**src/rtl/bitrev_out.sv**
```systemverilog
// bitrev_out: unloads an FFT result RAM in natural order.
// The RAM holds the frame in bit-reversed order. The block walks a natural-order
// index, reads the RAM at the bit-reversed address, and re-times the returned
// data (2-cycle RAM latency) so that it lines up with its index and frame markers.
module bitrev_out #(
   parameter int ADDR_WIDTH = 12,
   parameter int DATA_WIDTH = 16
) (
   input  logic                  clk,
   input  logic                  rst_n,
   input  logic                  start,
   input  logic                  abort,
   input  logic [3:0]            log2_n,
   output logic                  rd_en,
   output logic [ADDR_WIDTH-1:0] rd_addr,
   input  logic [DATA_WIDTH-1:0] rd_re,
   input  logic [DATA_WIDTH-1:0] rd_im,
   output logic                  out_valid,
   output logic [DATA_WIDTH-1:0] out_re,
   output logic [DATA_WIDTH-1:0] out_im,
   output logic [ADDR_WIDTH-1:0] out_index,
   output logic                  out_sop,
   output logic                  out_eop,
   output logic                  busy,
   output logic                  done
);

   // Width able to hold any size exponent from 0 up to ADDR_WIDTH.
   localparam int NLW = $clog2(ADDR_WIDTH + 1);

   // Stage 0 and 1 cover the RAM latency; the last stage is the output register.
   localparam int PIPE_DEPTH = 3;
   localparam int OUT_STAGE  = PIPE_DEPTH - 1;

   // DRAIN lasts as many cycles as it takes the last read to reach the output.
   localparam logic [1:0] DRAIN_LAST = 2'(PIPE_DEPTH - 1);

   typedef enum logic [1:0] {
      IDLE  = 2'd0,
      READ  = 2'd1,
      DRAIN = 2'd2,
      DONE  = 2'd3
   } state_t;

   state_t state;
   state_t state_next;

   // Frame configuration and natural-order read index.
   logic [NLW-1:0]        n_log;
   logic [NLW-1:0]        n_log_clamped;
   logic [ADDR_WIDTH-1:0] idx;
   logic [ADDR_WIDTH-1:0] last_idx;
   logic                  is_last;
   logic [1:0]            drain_cnt;

   // Bit-reversal datapath.
   logic [ADDR_WIDTH-1:0] idx_rev_full;
   logic [NLW-1:0]        rev_shift;

   // Alignment pipeline carrying {valid, idx, sop, eop} alongside the RAM data.
   logic [PIPE_DEPTH-1:0] pipe_valid;
   logic [PIPE_DEPTH-1:0] pipe_sop;
   logic [PIPE_DEPTH-1:0] pipe_eop;
   logic [ADDR_WIDTH-1:0] pipe_idx [PIPE_DEPTH];

   // ------------------------------------------------------------------
   // Size handling
   // ------------------------------------------------------------------

   // Clamp the requested exponent into the range the RAM can address.
   always_comb begin
      if (log2_n < 4'd2) begin
         n_log_clamped = NLW'(2);
      end else if (int'(log2_n) > ADDR_WIDTH) begin
         n_log_clamped = NLW'(ADDR_WIDTH);
      end else begin
         n_log_clamped = NLW'(log2_n);
      end
   end

   // 2^n_log - 1; for n_log == ADDR_WIDTH the shift wraps to 0 and the
   // subtraction wraps to all ones, which is exactly the last index.
   assign last_idx = (ADDR_WIDTH'(1) << n_log) - ADDR_WIDTH'(1);
   assign is_last  = (idx == last_idx);

   // ------------------------------------------------------------------
   // Bit-reversed read address
   // ------------------------------------------------------------------

   // Full-width mirror of the index. Since idx < 2^n_log, shifting the mirror
   // right by (ADDR_WIDTH - n_log) gives the n_log-bit reversal with every
   // bit at or above n_log forced to zero.
   generate
      for (genvar gi = 0; gi < ADDR_WIDTH; gi++) begin : g_rev
         assign idx_rev_full[gi] = idx[ADDR_WIDTH-1-gi];
      end
   endgenerate

   assign rev_shift = NLW'(ADDR_WIDTH) - n_log;
   assign rd_addr   = rd_en ? (idx_rev_full >> rev_shift) : '0;

   // ------------------------------------------------------------------
   // Control FSM
   // ------------------------------------------------------------------

   // State register.
   always_ff @(posedge clk or negedge rst_n) begin
      if (!rst_n) begin
         state <= IDLE;
      end else begin
         state <= state_next;
      end
   end

   // Next-state logic; abort has priority over everything, including start.
   always_comb begin
      state_next = state;
      if (abort) begin
         state_next = IDLE;
      end else begin
         case (state)
            IDLE:    if (start)                   state_next = READ;
            READ:    if (is_last)                 state_next = DRAIN;
            DRAIN:   if (drain_cnt == DRAIN_LAST) state_next = DONE;
            DONE:                                 state_next = IDLE;
            default:                              state_next = IDLE;
         endcase
      end
   end

   // State-decoded outputs.
   always_comb begin
      rd_en = (state == READ);
      busy  = (state != IDLE);
      done  = (state == DONE);
   end

   // Index, size latch and drain counter. Start is only honoured in IDLE.
   always_ff @(posedge clk or negedge rst_n) begin
      if (!rst_n) begin
         idx       <= '0;
         n_log     <= '0;
         drain_cnt <= '0;
      end else if (abort) begin
         idx       <= '0;
         drain_cnt <= '0;
      end else begin
         case (state)
            IDLE: begin
               drain_cnt <= '0;
               if (start) begin
                  n_log <= n_log_clamped;
                  idx   <= '0;
               end
            end
            READ: begin
               drain_cnt <= '0;
               idx       <= is_last ? '0 : idx + ADDR_WIDTH'(1);
            end
            DRAIN: begin
               drain_cnt <= drain_cnt + 2'd1;
            end
            default: begin
               drain_cnt <= '0;
            end
         endcase
      end
   end

   // ------------------------------------------------------------------
   // Output alignment pipeline
   // ------------------------------------------------------------------

   // Shift the read tags along with the RAM latency; the output stage only
   // loads on a valid sample so data, index and markers hold between samples.
   always_ff @(posedge clk or negedge rst_n) begin
      if (!rst_n) begin
         pipe_valid <= '0;
         pipe_sop   <= '0;
         pipe_eop   <= '0;
         for (int i = 0; i < PIPE_DEPTH; i++) begin
            pipe_idx[i] <= '0;
         end
         out_re <= '0;
         out_im <= '0;
      end else if (abort) begin
         pipe_valid <= '0;
         pipe_sop   <= '0;
         pipe_eop   <= '0;
      end else begin
         // Tag the read issued this cycle.
         pipe_valid[0] <= rd_en;
         pipe_idx[0]   <= idx;
         pipe_sop[0]   <= rd_en && (idx == '0);
         pipe_eop[0]   <= rd_en && is_last;

         // Intermediate stages just follow the RAM latency.
         for (int i = 1; i < OUT_STAGE; i++) begin
            pipe_valid[i] <= pipe_valid[i-1];
            pipe_idx[i]   <= pipe_idx[i-1];
            pipe_sop[i]   <= pipe_sop[i-1];
            pipe_eop[i]   <= pipe_eop[i-1];
         end

         // Output stage: RAM data for the tag in the previous stage is on
         // rd_re/rd_im now, so capture both together.
         pipe_valid[OUT_STAGE] <= pipe_valid[OUT_STAGE-1];
         if (pipe_valid[OUT_STAGE-1]) begin
            pipe_idx[OUT_STAGE] <= pipe_idx[OUT_STAGE-1];
            pipe_sop[OUT_STAGE] <= pipe_sop[OUT_STAGE-1];
            pipe_eop[OUT_STAGE] <= pipe_eop[OUT_STAGE-1];
            out_re              <= rd_re;
            out_im              <= rd_im;
         end
      end
   end

   assign out_valid = pipe_valid[OUT_STAGE];
   assign out_index = pipe_idx[OUT_STAGE];
   assign out_sop   = pipe_sop[OUT_STAGE];
   assign out_eop   = pipe_eop[OUT_STAGE];

endmodule

```
**config.mk**
```make
export PLATFORM = sky130hd
export DESIGN_NAME = bitrev_out
export DESIGN_NICKNAME = d
export VERILOG_FILES = /design/src/rtl/bitrev_out.sv
export SDC_FILE = /design/constraint.sdc
export NUM_CORES = 1
export LEC_CHECK = 0
export BUFFER_PORTS_ARGS = -buffer_cell sky130_fd_sc_hd__clkbuf_2
export CAP_MARGIN = 20
export CORE_MARGIN = 2
export CORE_UTILIZATION = 40
export DETAILED_ROUTE_END_ITERATION = 8
export HOLD_SLACK_MARGIN = 0.08
export SYNTH_ARGS = -nofsm -noshare
export SYNTH_HDL_FRONTEND = slang
export SYNTH_SLANG_ARGS = --single-unit
```
**constraint.sdc**
```tcl
create_clock -name clk -period 9 [get_ports clk]
set_input_delay 1.8 -clock clk [delete_from_list [all_inputs] [get_ports clk]]
set_output_delay 1.8 -clock clk [all_outputs]
set_load 0.01 [all_outputs]
```
==> run summary <==
Worst Max-Slew Pin Slew = 930 ps
Cts hold-fix bufs = 0
First-pass GRT wire length = 17400 um
Setup ws final = 3840 ps
Top FF cell, synth = dfrtp_1
Post-synthesis mux area share = 0.187
Hold Crit Class = reg2reg
Total power = 0.00173 W
Setup WS pre-CTS = 4220 ps
Post-CTS resize count = 0
RSZ-0062 raised after global routing = no
Fin Setup TNS = 0 ps
Ys Warns = 0
Element type at the critical path start = register
Final Hold Viols = 0
Slew Limit Fails = 0
Largest net degree at the start of global routing = 88
Post-synth ARST share = 1.00
H-Tree Depth = 3
Synth unique cells = 53
Sequential power share = 0.356
Comb power frac = 0.420
Gr ovfl total = 0
Crit path arrival time = 3360 ps
R2R setup slack = 4730 ps
Layout cells sized above 1 = 0.366
Post-synthesis compound-gate area fraction = 0.0854
Vias in the first global route = 3668
Fill cells = 1151
Post-route cell area = 0.00600 mm2
CP max stage cell = ha_1
#FFs+latches synth = 97
F_max = 194 MHz
Synth Area in Simple Gates = 0.141
Ports = 102
Setup Viol. Count Final = 0
Maximum vdd drop = 146 uV
R2R Path Start = n_log[0]$_DFFE_PN0P_
TritonCTS Buffers = 9
Max Cap Viol = 0
DIE AREA = 0.0138 mm2
CP most frequent cell = a21oi_1
Setup repair bufs after CTS = 0
Die width = 117 um
P&R area growth vs syn = 16.7%
CTS tree = done
Clock network power share = 0.224
Hold depth = 1
Psw = 0.000644 W
Initial antenna violation count = 0
Cells after Synth = 478
Adder-Cell Fraction of Synth Area = 0.0341
Post-route minimum period = 5160 ps
Vias per cell = 5.14
Cell-internal power = 0.00109 W
Clock Latency Late Sink = 340 ps
First DRT Iteration DRCs = 234
Root Buffer = clkbuf_16
Hold Crit Start = drain_cnt[0]$_DFF_PN0_
Syn Std Cell Area = 0.00514 mm2
DRC Markers = 0
Total Routing Usage GR = 0.152
Die height = 117 um
DRT Pass-1 Iters = 4
Placed inst area = 0.00565 mm2
CP required = 7200 ps
Fin util = 0.477
Initial Utilization = 0.409
RePlAce Congestion = 0.798
Sum of buffers and inverters on the critical path = 2
Critical Path End Type = primary output
Synthesized net count = 532
Register area share after synthesis = 0.472
Maximum root-to-sink buffer count = 2
Slew headroom = 0.380
Static leakage = 2.85 nW
Critical path peak fanout = 17
Vias = 3704
Drt wl/cell = 14.2 um
Critical path class = reg2out
Fin crit share = 0.573
Delay-heaviest family, CP = adder cells
Critical path cell sequence = clkinv_1 -> ha_1 -> mux2_2 -> or2_2 -> a21oi_1 -> a21oi_1 -> a21oi_1 -> nor2b_1 -> clkbuf_2
RR Endpoint = idx[9]$_DFFE_PN0P_
Synth Area in XOR/XNOR = 0.0222
Antenna Violating Nets Remaining = 0
Syn Area/Cell = 10.8 um2
Skew final = 6.47 ps
Core box area = 0.0126 mm2
Final #Nets = 599
Hpwl dp = 7030 um
Largest family of logic cells by synthesized area = multiplexers
IO Port Bufs = 101
Reg2Reg Depth = 11
Placement Rows = 41
Post-synth EDFFs = 0
Sw Ratio = 0.371
Final wirelength = 10200 um
Worst path max stage delay = 710 ps
Clock sink count = 97
Hold endpoint = drain_cnt[0]$_DFF_PN0_
Antenna diodes = 0
Worst-path clk slew = 70 ps
Power Dens Cells = 289 mW/mm2
Status = complete, no violations
==> routing by layer <==
metal | wire length [um] | global-route usage | share of wire
met2 | 4320 | 0.234 | 0.42
met3 | 702 | 0.0413 | 0.069
met5 | 0 | 0 | 0
met1 | 5070 | 0.208 | 0.50
met4 | 125 | 0.0482 | 0.012
==> sequential cells by signal, summed over array words and instances, names as in the netlist <==
signal      cells
out_index      12
idx            12
state           2
pipe_eop        3
pipe_valid      3
drain_cnt       2
pipe_idx       24
out_im         16
out_re         16
n_log           4
pipe_sop        3
==> cell usage after synthesis, types with 2 or more instances <==
cell	instances	area share
buf_4	12	0.018
a22o_1	2	0.0034
nand2b_1	9	0.011
o21ai_0	15	0.015
mux2i_1	13	0.025
nand3b_1	3	0.0044
a21o_1	2	0.0029
xnor2_1	9	0.015
ha_1	14	0.034
a211oi_1	6	0.0088
a21oi_1	18	0.018
and2_1	2	0.0024
nor3_1	11	0.011
buf_2	6	0.0058
nand3_1	13	0.013
nor2b_1	12	0.015
nor3b_1	5	0.0073
o21bai_1	3	0.0044
dfrtp_1	97	0.47
mux4_2	2	0.0088
nor2_1	26	0.019
nand4b_1	2	0.0034
clkbuf_1	25	0.018
nand2_1	32	0.023
buf_1	5	0.0037
inv_1	15	0.011
or3_1	5	0.0061
a31oi_1	2	0.0024
mux2_2	70	0.15
nor4_1	4	0.0049
o311ai_1	5	0.0085
o22ai_1	6	0.0073
xor2_1	4	0.0068
or2_2	4	0.0049
==> power by group through the flow <==
stage	registers [W]	clock network (W)	logic, W
floorplan	0.000627	0	0.000538
finish	0.000617	0.000389	0.000729
global placement	0.000620	0	0.000721
CTS	0.000618	0.000399	0.000731
global route	0.000635	0.000416	0.000811
detailed placement	0.000627	0	0.000729
==> worst max path at each step <==
stage                                    start          to  slack [ps]  depth (start not counted)
after floorplan           n_log[0]$_DFFE_PN0P_  rd_addr[1]        4730                          9
after global placement    n_log[0]$_DFFE_PN0P_  rd_addr[3]        4270                          9
after detailed placement  n_log[0]$_DFFE_PN0P_  rd_addr[3]        4220                          9
after CTS                 n_log[0]$_DFFE_PN0P_  rd_addr[3]        3850                          9
after global routing      n_log[0]$_DFFE_PN0P_  rd_addr[3]        3590                          9
final                     n_log[0]$_DFFE_PN0P_  rd_addr[3]        3840                          9
==> layout by cell type (no fill, tap or decap), types with 2 or more instances in the layout <==
master,instances
nand2_1,32
or2_2,4
buf_4,3
a21oi_1,18
nor2b_1,11
clkbuf_16,9
a21o_1,2
a22o_1,2
and2_1,2
o21ai_0,15
nor3_1,11
dfrtp_1,97
nand3_1,13
inv_1,15
o22ai_1,6
ha_1,14
mux4_2,2
or3_1,5
a31oi_1,2
xor2_1,4
mux2_2,70
clkbuf_2,100
a211oi_1,6
o311ai_1,5
nor4_1,4
mux2i_1,13
nor3b_1,5
nand4b_1,2
xnor2_1,9
nand2b_1,9
nand3b_1,3
o21bai_1,3
inv_6,3
nor2_1,26
==> per-stage QoR <==
| step | hold slack, ps | instances |
|---|---|---|
| 3_3_place_gp | 413 | 704 |
| 3_5_place_dp | 418 | 704 |
| 2_1_floorplan | 403 | 478 |
| 5_1_grt | 442 | 721 |
| 6_report | 425 | 721 |
| 4_1_cts | 427 | 719 |
==> cell type report <==
type / count / area [um2] / share of cell area
Clock buffer: 9 / 225 / 0.0376
Clock inverter: 6 / 75.1 / 0.0125
Inverter: 16 / 60.1 / 0.0100
Multi-Input combinational cell: 316 / 2420 / 0.404
Sequential cell: 97 / 2430 / 0.405
Tap cell: 172 / 215 / 0.0359
Timing Repair Buffer: 105 / 571 / 0.0952
==> cells by family after synthesis <==
logic type / Yosys count
flops: 97
buf+inv: 65
simple gates: 136
xor+xnor: 13
mux: 85
fa+ha+maj: 14
compound gates: 68
No activity file was read; power rests on OpenSTA's default activity.
